**config.mk**
```make
export PLATFORM = sky130hd
export DESIGN_NAME = vehicle_request_sensor
export DESIGN_NICKNAME = d
export VERILOG_FILES = /design/src/rtl/traffic_pkg.sv /design/src/rtl/seg7_decoder.sv /design/src/rtl/vehicle_request_sensor.sv
export SDC_FILE = /design/constraint.sdc
export NUM_CORES = 1
export LEC_CHECK = 0
export CAP_MARGIN = 15
export CORE_MARGIN = 3
export CORE_UTILIZATION = 51
export CTS_BUF_LIST = sky130_fd_sc_hd__clkbuf_16
export DETAILED_ROUTE_END_ITERATION = 12
export PLACE_DENSITY_LB_ADDON = 0.2
export SLEW_MARGIN = 20
export SYNTH_ARGS = -nofsm -noshare
export SYNTH_HDL_FRONTEND = slang
export SYNTH_SLANG_ARGS = --single-unit
```
**constraint.sdc**
```tcl
create_clock -name clk -period 2.8 [get_ports clk]
set_clock_uncertainty 0.05 [all_clocks]
set_input_delay 0.56 -clock clk [delete_from_list [all_inputs] [get_ports clk]]
set_output_delay 0.56 -clock clk [all_outputs]
set_load 0.01 [all_outputs]
```
**src/rtl/traffic_pkg.sv**
```systemverilog
// Shared types and constants for the traffic-light request path: debounce
// state encoding, default tuning parameters and the seven-segment glyph table.
package traffic_pkg;

  typedef enum logic [1:0] {
    DEB_LOW      = 2'd0,
    DEB_RISE_CHK = 2'd1,
    DEB_HIGH     = 2'd2,
    DEB_FALL_CHK = 2'd3
  } deb_state_t;

  localparam int DEBOUNCE_CYCLES_DEF = 4;
  localparam int MAX_QUEUE_DEF       = 9;

  // Active-low glyphs, bit order {g,f,e,d,c,b,a}, indexed by hex value 0..F.
  localparam logic [0:15][6:0] SEG_GLYPH = {
    7'b1000000, 7'b1111001, 7'b0100100, 7'b0110000,
    7'b0011001, 7'b0010010, 7'b0000010, 7'b1111000,
    7'b0000000, 7'b0010000, 7'b0001000, 7'b0000011,
    7'b1000110, 7'b0100001, 7'b0000110, 7'b0001110
  };

endpackage

```
**src/rtl/seg7_decoder.sv**
```systemverilog
// Purely combinational hex digit to active-low seven-segment decode.
module seg7_decoder
  import traffic_pkg::*;
(
  input  logic [3:0] hex,
  output logic [6:0] seg
);

  assign seg = SEG_GLYPH[hex];

endmodule

```
**src/rtl/vehicle_request_sensor.sv**
```systemverilog
// Road-loop vehicle detector: synchronizes and debounces the loop level,
// counts arrivals against grants and raises car while anyone is waiting.
module vehicle_request_sensor
  import traffic_pkg::*;
#(
  parameter int DEBOUNCE_CYCLES = DEBOUNCE_CYCLES_DEF,
  parameter int MAX_QUEUE       = MAX_QUEUE_DEF
) (
  input  logic       clk,
  input  logic       reset,
  input  logic       sensor_raw,
  input  logic       grant,
  output logic       car,
  output logic [3:0] queue_cnt,
  output logic [6:0] seg0
);

  localparam logic [3:0] DEB_LIM = 4'(DEBOUNCE_CYCLES);
  localparam logic [3:0] Q_MAX   = 4'(MAX_QUEUE);

  logic [1:0] sync_pipe;
  logic       sensor_sync;
  deb_state_t state;
  logic [3:0] stab_cnt;
  logic       arrival;

  always_ff @(posedge clk or negedge reset) begin
    if (!reset) sync_pipe <= '0;
    else        sync_pipe <= {sync_pipe[0], sensor_raw};
  end

  assign sensor_sync = sync_pipe[1];

  // An arrival is the qualifying edge out of RISE_CHK; the count updates on
  // that same edge. With DEBOUNCE_CYCLES=1 this still takes one pass through
  // RISE_CHK so the latency stays DEBOUNCE_CYCLES+2 from the first raw sample.
  assign arrival = (state == DEB_RISE_CHK) && sensor_sync && (stab_cnt == DEB_LIM);

  always_ff @(posedge clk or negedge reset) begin
    if (!reset) begin
      state    <= DEB_LOW;
      stab_cnt <= '0;
    end else begin
      case (state)
        DEB_LOW: if (sensor_sync) begin
          state    <= DEB_RISE_CHK;
          stab_cnt <= 4'd1;
        end
        DEB_RISE_CHK: begin
          if (!sensor_sync) begin
            state    <= DEB_LOW;
            stab_cnt <= '0;
          end else if (stab_cnt == DEB_LIM) begin
            state    <= DEB_HIGH;
            stab_cnt <= '0;
          end else begin
            stab_cnt <= stab_cnt + 4'd1;
          end
        end
        DEB_HIGH: if (!sensor_sync) begin
          state    <= DEB_FALL_CHK;
          stab_cnt <= 4'd1;
        end
        DEB_FALL_CHK: begin
          if (sensor_sync) begin
            state    <= DEB_HIGH;
            stab_cnt <= '0;
          end else if (stab_cnt == DEB_LIM) begin
            state    <= DEB_LOW;
            stab_cnt <= '0;
          end else begin
            stab_cnt <= stab_cnt + 4'd1;
          end
        end
        default: begin
          state    <= DEB_LOW;
          stab_cnt <= '0;
        end
      endcase
    end
  end

  // Simultaneous arrival and grant cancel out, even at the saturation limits.
  always_ff @(posedge clk or negedge reset) begin
    if (!reset) begin
      queue_cnt <= '0;
    end else if (arrival && !grant) begin
      if (queue_cnt != Q_MAX) queue_cnt <= queue_cnt + 4'd1;
    end else if (grant && !arrival) begin
      if (queue_cnt != 4'd0) queue_cnt <= queue_cnt - 4'd1;
    end
  end

  assign car = (queue_cnt != 4'd0);

  seg7_decoder u_seg7 (
    .hex (queue_cnt),
    .seg (seg0)
  );

endmodule
```
# Word level (Yosys, flattened, before mapping)
# Memory sizes are Yosys's and may differ from the RTL's.
# Cells that the tools add are included.
# word_totals
wordCells,52
ram_bits,0
romBits,112
reg_bits,12
in_bits,4
output_inout_bits,12
mem_count,1
latch_bits,0
# mem_list
name,depth,width,read_ports,rd_clocked_by_memory_dff,write_ports,line,rtl
(no name shown),16,7,1,0,0,seg7_decoder.sv:9,assign seg = SEG_GLYPH[hex];
# op_classes
n_mux,19
magnitude_cmp,1
n_shift,0
bitwise_logic,1
reduce_logical,13
div,0
eq_ne,10
multipliers,0
n_addsub,3
# op_table
operator,count
2-to-1 mux 4 bit,9
case mux 4 bit (4 select lines),1
2-to-1 mux 7 bit,2
2-to-1 mux 2 bit,6
"adder 4 x 1 -> 4 bit, second input constant",2
case mux 2 bit (4 select lines),1
">= comparator 5 bit, second input constant",1
inverter 4 -> 5 bit,1
"equality test 2 bit, second input constant",2
"equality test 4 x 3 -> 1 bit, second input constant",1
logical AND 1 bit,4
"!= test 2 bit, second input constant",2
"!= test 4 bit, second input constant",1
AND reduction 4 bit,1
nonzero test 2 bit,2
nonzero test 4 bit,1
"subtractor 4 x 1 -> 4 bit, second input constant",1
"!= test 3 x 2 -> 1 bit, second input constant",1
"!= test 3 bit, second input constant",1
AND reduction 3 bit,1
"equality test 2 x 1 -> 1 bit, second input constant",1
logical NOT 1 bit,2
logical NOT 2 bit,1
"!= test 2 x 1 -> 1 bit, second input constant",1
AND reduction 2 bit,1

# Depth between registers and ports, before layout
# Gate-level depths: netlist of run 1.
# depth
word_depth,7
ltp_mapped,9
depth_no_buf,9

# Cells and area by module
# Synthesis of run 1 repeated with hierarchy kept, for this count alone.
# unflattened
cells_unflattened,93
area_unflattened_um2,978.4
# modules_own_cells
mod,cells_per_inst,n_inst,area_each_um2,seq_area_each_um2
vehicle_request_sensor,61,1,703.2,300.3
seg7_decoder,32,1,275.3,0.0

# Worst setup path before layout of run 1
# Ideal clock, no wire load.
# synth_timing
kind,flip-flop to flip-flop
startpoint,reg stab_cnt[0]
endpoint,reg queue_cnt[3]
period_less_slack_ns,2.431
path_buffers,0
setup_time_ns,0.080
required_ns,2.670
path_stages_with_launch,10
setup_slack_ns,0.369
arrival_ns,2.300
path_cell_list,dfrtp_1 -> inv_1 -> ha_1 -> nand4b_4 -> or3_2 -> ha_1 -> a21o_1 -> a21oi_1 -> mux2i_1 -> xnor2_1
# synth_between
elab_chain_cells,6
word_cells_on_any_way,10
classes_between,eq/ne: 2; mux: 1; reduce/logical: 7
# synth_lines
element,line,rtl
"start, declared",vehicle_request_sensor.sv:24,logic [3:0] stab_cnt;
"start signal, assigned",vehicle_request_sensor.sv:57,stab_cnt <= stab_cnt + 4'd1;
"start signal, assigned",vehicle_request_sensor.sv:72,stab_cnt <= stab_cnt + 4'd1;
equality test 4 x 3 -> 1 bit (*),vehicle_request_sensor.sv:37,assign arrival = (state == DEB_RISE_CHK) && sensor_sync && (stab_cnt == DEB_LIM);
logical AND 1 bit (*),vehicle_request_sensor.sv:37,
logical NOT 1 bit,vehicle_request_sensor.sv:89,end else if (grant && !arrival) begin
logical AND 1 bit,vehicle_request_sensor.sv:89,
nonzero test 2 bit (no line),--,
AND reduction 3 bit (no line),--,
"end signal, assigned",vehicle_request_sensor.sv:88,if (queue_cnt != Q_MAX) queue_cnt <= queue_cnt + 4'd1;
"end signal, assigned",vehicle_request_sensor.sv:90,if (queue_cnt != 4'd0) queue_cnt <= queue_cnt - 4'd1;
"end, declared",vehicle_request_sensor.sv:14,"output logic [3:0] queue_cnt,"
# Mark *: on every way between the ends. The rest lies on a longest branch, timed or not.
# A chain may end at the register's enable or synchronous reset.

# Worst setup path after layout of run 1
# layout_timing
startpoint,reg queue_cnt[0]
endpoint,out car
# layout_between
elab_chain_cells,1
# layout_lines
element,line,rtl
nonzero test 4 bit,vehicle_request_sensor.sv:94,assign car = (queue_cnt != 4'd0);
"end, declared",vehicle_request_sensor.sv:13,"output logic car,"
# Every way passes these cells.

==> out/metrics.csv, run 1 <==
metric,value,unit
ir_worst_vdd,0.916,mV
wl_per_cell,14.1,microns
crit_fanout,9,
diodes,0,
maxCapViolCount,0,
grtUsageMet2,30.5,%
die_area,2340,sq um
num_io_pins,16,
synth_edf_count,0,
syn_avg_cell_area,9.85,sq um
drtPass1Iterations,4,
path_class,reg -> out,
rsz0062_at_grt,no,
grt_pass1_wl,3310,microns
die_w,48.4,microns
wl,1930,microns
yosysWarningCount,0,
fin_crit_sh,94.9,%
clk_pin_slew,0.04,ns
setup_viol,0,
max_freq,376,MHz
synth_nets,108,
ys_types,39,
fin_crit,2.66,ns
cts.sinks,12,
cpPeakStageDelay,0.50,ns
hpwl,1330,microns
row_count,14,
finalHoldViolCount,0,
busiest_layer,met2,
clock_latency,0.24,ns
crit_chain,inv_1 -> ha_1 -> nor3b_1 -> inv_1 -> clkdlybuf4s50_1,
crit_top_cell,inv_1,
crit_path_end_kind,primary output,
muxShareOfSynthArea,7.38,%
cpLargestDelayFamily,buffers and inverters,
antenna_found_initial,0,
numCtsBuffers,3,
clk_path_buf_depth,2,
clock-root-buffer,clkbuf_16,
via_per_inst,5.44,
slew_headroom,64.2,%
cts_tree,built,
syn_inst,93,
required,2.19,ns
synthSimpleGateAreaFrac,17.6,%
ant_nets,0,
gp_congestion,0.792,
fill_cells,106,
areaGrowthSynthToFinish,30.1,%
drc,0,
synth_top_family_by_area,compound AO/OA/AOI/OAI gates,
startpoint_type,flip-flop,
grt_pass1_vias,714,
path_buf_inv,3,
via_count,745,
io_buffers,15,
drt_iter0_markers,17,
use_met3,3.99,%
status,"complete, no violations",
final_max_slew_viol_count,0,
die_h,48.4,microns
synthFlopType,dfrtp_1,
crit_arrival,2.05,ns
synth_compound_area_share,18.9,%
htreeDepth,1,
power_density,1240,nW/um^2
postPlaceCellArea,1110,sq um
p_leak,0.000528,uW
grt_use_total,18.3,%
async_flop_share,100,%
drive_above_1_share,15.0,%
hold_class,reg -> reg,
nets,129,
synthAdderAreaFrac,15.8,%
synth_area,916,sq um
core_area,1590,sq um
worst_pin_slew,0.535,ns
grt_use_met1,22.4,%
cp_slowest_cell,clkdlybuf4s50_1,
cts_setup_buffers,0,
design_area,1190,sq um
synth-xor-area-share,3.83,%
grt_max_degree,17,
fin_setup_tns,0,ns
start_util,57.5,%
synth_seq_area_share,32.8,%
gr-total-overflow,0,
yosys_register_bits,12,
==> worst reg2reg max path, delay by kind of cell, from the launching register on <==
family	cells	cell delay, ns
buf+inv	1	0.08
mux	1	0.23
simple gates	2	0.63
xor+xnor	1	0.08
fa+ha+maj	2	0.57
compound gates	2	0.34
flops	1	0.42
==> sequential cells by signal, summed over array words and instances, names as in the netlist, named ones only <==
name       count
state          1
sync_pipe      2
stab_cnt       4
queue_cnt      4
==> path summary, 6_finish.rpt <==
check	from	cells past startpoint	slack, ns	end
max	queue_cnt[0]	5	0.14	car
min	sync_pipe[0]	0	0.30	sync_pipe[1]
max reg2reg	stab_cnt[0]	9	0.28	queue_cnt[3]
min reg2reg	sync_pipe[0]	0	0.30	sync_pipe[1]
max in group asynchronous	reset	1	1.69	queue_cnt[0]
min in group asynchronous	reset	1	0.62	stab_cnt[2]
==> stage by stage <==
step / util (%) / hold slack (ns) / cells / setup slack, ns / total power (uW)
after detailed placement: 69.7 / 0.290 / 133 / 0.180 / 1200
after floorplan: - / 0.214 / 93 / 0.369 / 854
after CTS: 74.6 / 0.301 / 137 / 0.0356 / 1480
final: 74.7 / 0.299 / 137 / 0.142 / 1480
after global routing: 74.7 / 0.305 / 137 / 0.0125 / 1590
after global placement: 69.7 / 0.285 / 133 / 0.219 / 1170
==> logic make-up after synthesis <==
logic type                 after synthesis
adders and majority gates               11
DFF                                     12
muxes                                    6
xor gates and xnor gates                 4
and+or+nand+nor                         24
buffers and inverters                    9
AOI/OAI and AO/OA                       27
==> cells in the mapped netlist (2+ instances only) <==
cell,count,area (sq um)
a21oi_1,6,30.0
clkbuf_1,2,7.51
dfrtp_1,12,300
ha_1,10,125
inv_1,7,26.3
mux2_2,2,22.5
mux2i_1,3,30.0
nand2_1,7,26.3
nand2b_1,2,12.5
nand3_1,3,15.0
nor2_1,2,7.51
o21ai_0,8,40.0
xnor2_1,3,26.3
==> per-layer routing <==
layer	part of all wire, %	routed length, microns	vias to the layer above
met4	1.1	21	0
met1	46	885	348
met5	0	0	-
li1	-	-	375
met2	49	935	20
met3	4.3	83	2
==> layout make-up <==
cell class	count	area [sq um]	area share, %
Clock buffer	3	75.1	6.30
Clock inverter	1	3.75	0.315
Inverter	7	26.3	2.21
Multi-Input combinational cell	72	582	48.8
Sequential cell	12	302	25.3
Tap cell	24	30.0	2.52
Timing Repair Buffer	18	173	14.5
==> power by group <==
part / switching [uW] / internal [uW] / total [uW] / leakage (uW)
logic: 394 / 464 / 858 / 0.000342
clock network: 76.4 / 188 / 265 / 0.0000385
registers: 124 / 237 / 360 / 0.000147
total: 594 / 889 / 1480 / 0.000528
==> repair_timing <==
item,4_1_cts,5_1_grt
endpoints found under the setup margin,0,4
hold buffers,0,0
hold endpoints to repair,0,0
gates resized for setup,0,1
==> placed cells by master (no fill, tap or decap), types with 2 or more instances in the layout <==
cell type	netlist	layout
dfrtp_1	12	11
clkdlybuf4s50_1	0	15
o21ai_0	8	8
clkbuf_16	0	3
mux2i_1	3	3
nand2_1	7	7
buf_4	0	3
nand2b_1	2	2
ha_1	10	10
inv_1	7	7
nor2_1	2	2
xnor2_1	3	3
nand3_1	3	3
mux2_2	2	2
a21oi_1	6	6
No activity file was read; power rests on OpenSTA's default activity.
==> run 2: changes to the inputs <==
--- a/config.mk
+++ b/config.mk
@@ -11,6 +11,7 @@
 export CTS_BUF_LIST = sky130_fd_sc_hd__clkbuf_16
 export DETAILED_ROUTE_END_ITERATION = 12
 export PLACE_DENSITY_LB_ADDON = 0.2
+export SETUP_SLACK_MARGIN = 0.02
 export SLEW_MARGIN = 20
 export SYNTH_ARGS = -nofsm -noshare
 export SYNTH_HDL_FRONTEND = slang
==> out/metrics.csv, run 2 (synthesis gave the netlist of run 1 again) <==
metric,value,unit,change
wl,1920,microns,-0.21%
fin_setup_tns,0,ns,unchanged
cp_slowest_cell,clkdlybuf4s50_1,,
num_io_pins,16,,unchanged
clk_pin_slew,0.04,ns,about the same
worst_pin_slew,0.535,ns,-0.000590 ns
cts_tree,built,,
required,2.19,ns,about the same
max_freq,378,MHz,+0.34%
grt_pass1_vias,714,,unchanged
row_count,14,,unchanged
crit_arrival,2.04,ns,about the same
crit_chain,inv_1 -> ha_1 -> nand2_1 -> a21oi_1 -> a31oi_1 -> clkdlybuf4s50_1,,
cpPeakStageDelay,0.55,ns,+0.05 ns
drc,0,,unchanged
io_buffers,15,,unchanged
slew_headroom,64.2,%,about the same
die_h,48.4,microns,unchanged
fin_crit_sh,94.6,%,-0.32 points
final_cell_mix,"15 x clkdlybuf4s50_1, 11 x dfrtp_1, 10 x ha_1",,
clk_path_buf_depth,2,,unchanged
p_leak,0.000530,uW,+0.35%
setup_viol,0,,unchanged
nets,129,,unchanged
via_count,744,,-0.13%
status,"complete, no violations",,
hpwl,1330,microns,unchanged
core_area,1590,sq um,unchanged
finalHoldViolCount,0,,unchanged
gr-total-overflow,0,,unchanged
power_density,1240,nW/um^2,-0.16%
path_class,reg -> out,,
die_w,48.4,microns,unchanged
numCtsBuffers,3,,unchanged
final_common_cell,clkdlybuf4s50_1,,
diodes,0,,unchanged
grt_max_degree,17,,unchanged
finalPower,1490,uW,+0.26%
cts.sinks,12,,unchanged
crit_path_end_kind,primary output,,
antenna_found_initial,0,,unchanged
grt_use_total,18.3,%,unchanged
drive_above_1_share,15.9,%,+0.88 points
grt_pass1_wl,3310,microns,unchanged
via_per_inst,5.43,,-0.13%
drtPass1Iterations,4,,unchanged
start_util,57.5,%,unchanged
ir_worst_vdd,0.920,mV,+0.41%
rsz0062_at_grt,no,,
die_area,2340,sq um,unchanged
areaGrowthSynthToFinish,30.6,%,
drt_iter0_markers,16,,-1
gp_congestion,0.792,,unchanged
wl_per_cell,14.0,microns,-0.21%
htreeDepth,1,,unchanged
final_max_slew_viol_count,0,,unchanged
maxCapViolCount,0,,unchanged
ant_nets,0,,unchanged
largestRegisters,"queue_cnt x4, stab_cnt x4, sync_pipe x2",,
clock-root-buffer,clkbuf_16,,
clock_latency,0.24,ns,about the same
cts_setup_buffers,0,,unchanged
rrSetupSlack,0.27,ns,about the same
hold_class,reg -> reg,,
fin_crit,2.65,ns,-0.00902 ns
crit_fanout,9,,unchanged
startpoint_type,flip-flop,,
==> run 2: cell counts in the layout (fill, tap and decap cells not counted) <==
Identical to the previous run, type by type.
==> run 2: final timing paths <==
| path | end | startpoint | depth (start not counted) |
|---|---|---|---|
| worst max register to register | queue_cnt[3] | stab_cnt[0] | 9 |
| min in group asynchronous | stab_cnt[2] | reset | 1 |
| worst min-delay path | sync_pipe[1] | sync_pipe[0] | 0 |
| max in group asynchronous | queue_cnt[0] | reset | 1 |
| worst min register to register | sync_pipe[1] | sync_pipe[0] | 0 |
| worst max-delay path | seg0[3] | queue_cnt[0] | 6 |
==> run 2: worst max-delay path, delay by kind of cell, from the launching register on <==
| family | cells | cell delay (ns) |
|---|---|---|
| compound gates | 2 | 0.22 |
| fa+ha+maj | 1 | 0.31 |
| buf+inv | 2 | 0.70 |
| flops | 1 | 0.47 |
| simple gates | 1 | 0.08 |
==> run 2: layout make-up <==
type / instances / area (sq um)
multi-input cells: 72 / 587
fillers: 103 / 398
flip-flops and latches: 12 / 302
repair buffers: 18 / 173
clock buffers: 3 / 75.1
well taps: 24 / 30.0
inverters: 7 / 26.3
clock inverters: 1 / 3.75
==> run 2: layer usage <==
layer / wire (microns) / part of all wire (%) / vias up / global-route usage, %
met5: 0 / 0 / - / 0
met4: 34 / 1.8 / 0 / 8.53
met3: 90 / 4.7 / 4 / 3.99
met2: 914 / 48 / 20 / 30.5
met1: 882 / 46 / 347 / 22.4
li1: - / - / 373 / -
==> run 2: report_power, final <==
part	internal [uW]	switching [uW]
logic	466	393
registers	236	127
clock network	188	76.4
total	891	596
==> run 2: stage by stage <==
| step | cells | cell area, sq um | utilization (%) | hold WS [ns] | worst slack, ns |
|---|---|---|---|---|---|
| finish | 137 | 1200 | 75.0 | 0.299 | 0.151 |
| global route | 137 | 1200 | 75.0 | 0.305 | 0.0452 |
| CTS | 137 | 1190 | 74.6 | 0.301 | 0.0356 |
| detailed placement | 133 | 1110 | 69.7 | 0.290 | 0.180 |
| global placement | 133 | 1110 | 69.7 | 0.285 | 0.219 |
| floorplan | 93 | 916 | - | 0.214 | 0.369 |
==> run 2: repair_timing <==
item | 4_1_cts | 5_1_grt
setup endpoints to repair | 0 | 5
hold buffers | 0 | 0
gates resized for setup | 0 | 2
==> run 3: changes to the inputs <==
--- a/config.mk
+++ b/config.mk
@@ -10,7 +10,7 @@
 export CORE_UTILIZATION = 51
 export CTS_BUF_LIST = sky130_fd_sc_hd__clkbuf_16
 export DETAILED_ROUTE_END_ITERATION = 12
-export PLACE_DENSITY_LB_ADDON = 0.2
+export PLACE_DENSITY_LB_ADDON = 0.05
 export SETUP_SLACK_MARGIN = 0.02
 export SLEW_MARGIN = 20
 export SYNTH_ARGS = -nofsm -noshare
==> out/metrics.csv, run 3 (synthesis gave the netlist of run 1 again) <==
metric,value,unit,change
status,"complete, no violations",,
io_buffers,15,,unchanged
grt_use_total,17.6,%,-0.64 points
cpPeakStageDelay,0.55,ns,about the same
fin_crit_sh,93.8,%,-0.85 points
grt_pass1_vias,733,,+2.7%
die_h,48.4,microns,unchanged
numCtsBuffers,3,,unchanged
gr-total-overflow,0,,unchanged
nets,130,,+0.78%
clock_latency,0.24,ns,about the same
place_inst,134,,+0.75%
drive_above_1_share,15.8,%,-0.14 points
final_max_slew_viol_count,0,,unchanged
cpLargestDelayFamily,buffers and inverters,,
slew_headroom,61.9,%,-2.4 points
startpoint_type,flip-flop,,
cts.sinks,12,,unchanged
worst_pin_slew,0.570,ns,+0.0359 ns
path_buf_inv,2,,unchanged
diodes,0,,unchanged
wl,1830,microns,-4.5%
gp_congestion,0.818,,+3.2%
htreeDepth,1,,unchanged
num_io_pins,16,,unchanged
path_class,reg -> out,,
clk_pin_slew,0.04,ns,about the same
via_count,760,,+2.2%
die_w,48.4,microns,unchanged
drc,0,,unchanged
core_area,1590,sq um,unchanged
start_util,57.5,%,unchanged
row_count,14,,unchanged
fin_crit,2.63,ns,-0.0239 ns
finalHoldViolCount,0,,unchanged
areaGrowthSynthToFinish,30.9,%,
maxCapViolCount,0,,unchanged
hpwl,1410,microns,+6.2%
max_freq,381,MHz,+0.91%
die_area,2340,sq um,unchanged
ir_worst_vdd,0.887,mV,-3.5%
clk_path_buf_depth,2,,unchanged
largestRegisters,"queue_cnt x4, stab_cnt x4, sync_pipe x2",,
grt_max_degree,17,,unchanged
rsz0062_at_grt,no,,
p_leak,0.000533,uW,+0.60%
final_common_cell,clkdlybuf4s50_1,,
ant_nets,0,,unchanged
fill_cells,115,,+12%
final_cell_mix,"15 x clkdlybuf4s50_1, 11 x dfrtp_1, 10 x ha_1",,
crit_chain,inv_1 -> ha_1 -> nand2_1 -> a21oi_1 -> a31oi_1 -> clkdlybuf4s50_1,,
fin_setup_tns,0,ns,unchanged
required,2.19,ns,about the same
power_density,1230,nW/um^2,-1.2%
cp_slowest_cell,clkdlybuf4s50_1,,
cts_tree,built,,
crit_path_end_kind,primary output,,
crit_arrival,2.02,ns,-0.02 ns
drtPass1Iterations,4,,unchanged
drt_iter0_markers,11,,-5
setup_viol,0,,unchanged
grt_pass1_wl,3280,microns,-0.85%
fin_cells,138,,+0.73%
via_per_inst,5.51,,+1.4%
wl_per_cell,13.3,microns,-5.2%
hold_class,reg -> reg,,
clock-root-buffer,clkbuf_16,,
crit_fanout,9,,unchanged
antenna_found_initial,0,,unchanged
==> run 3: cell count changes in the layout (fill, tap and decap cells not counted), sizes merged <==
cell  delta
buf      +1
==> run 3: area by class of cell <==
cell class | instances | area [sq um] | area share [%]
clock buffers | 3 | 75.1 | 6.26
clock inverters | 1 | 3.75 | 0.313
inverters | 7 | 26.3 | 2.19
repair buffers | 19 | 180 | 15.0
well taps | 24 | 30.0 | 2.51
multi-input cells | 72 | 582 | 48.5
flip-flops and latches | 12 | 302 | 25.2
==> run 3: worst register-to-register path, delay by kind of cell (launching register included) <==
family          cells  cell delay (ns)
xor+xnor            1             0.22
fa+ha+maj           2             0.65
compound gates      3             0.31
buf+inv             1             0.08
simple gates        2             0.65
flops               1             0.42
==> run 3: per-stage QoR <==
| step | total power (uW) | utilization [%] | worst slack (ns) | hold slack [ns] | instance area [sq um] |
|---|---|---|---|---|---|
| final | 1470 | 75.2 | 0.175 | 0.308 | 1200 |
| after global routing | 1600 | 75.2 | 0.0285 | 0.318 | 1200 |
| after CTS | 1480 | 75.1 | 0.0455 | 0.312 | 1200 |
| after detailed placement | 1210 | 70.2 | 0.162 | 0.302 | 1120 |
| after global placement | 1180 | 70.2 | 0.211 | 0.294 | 1120 |
| after floorplan | 854 | - | 0.369 | 0.214 | 916 |
==> run 3: what timing repair did <==
item	CTS	global route
endpoints found under the setup margin	0	4
gates resized for setup	0	1
endpoints found under the hold margin	0	0
setup buffers	0	0
hold buffers	0	0
==> run 3: power breakdown <==
part	switching, uW	internal (uW)	total (uW)
clock	73.5	188	261
combinational	392	468	861
sequential	113	237	350
==> run 3: routing by layer <==
metal / part of all wire, % / vias to the layer above / wire [microns] / GRT usage [%]
met2: 47 / 16 / 870 / 29.1
li1: - / 373 / - / -
met5: 0 / - / 0 / 0
met4: 0.76 / 0 / 14 / 7.11
met1: 47 / 369 / 868 / 22.7
met3: 4.4 / 2 / 80 / 3.37
==> run 3: final timing paths <==
check	slack, ns	to	start	cells after the start
max	0.17	seg0[3]	queue_cnt[0]	6
min	0.31	sync_pipe[1]	sync_pipe[0]	0
max reg2reg	0.28	queue_cnt[2]	stab_cnt[0]	9
min reg2reg	0.31	sync_pipe[1]	sync_pipe[0]	0
max in group asynchronous	1.65	queue_cnt[0]	reset	1
min in group asynchronous	0.64	stab_cnt[1]	reset	1
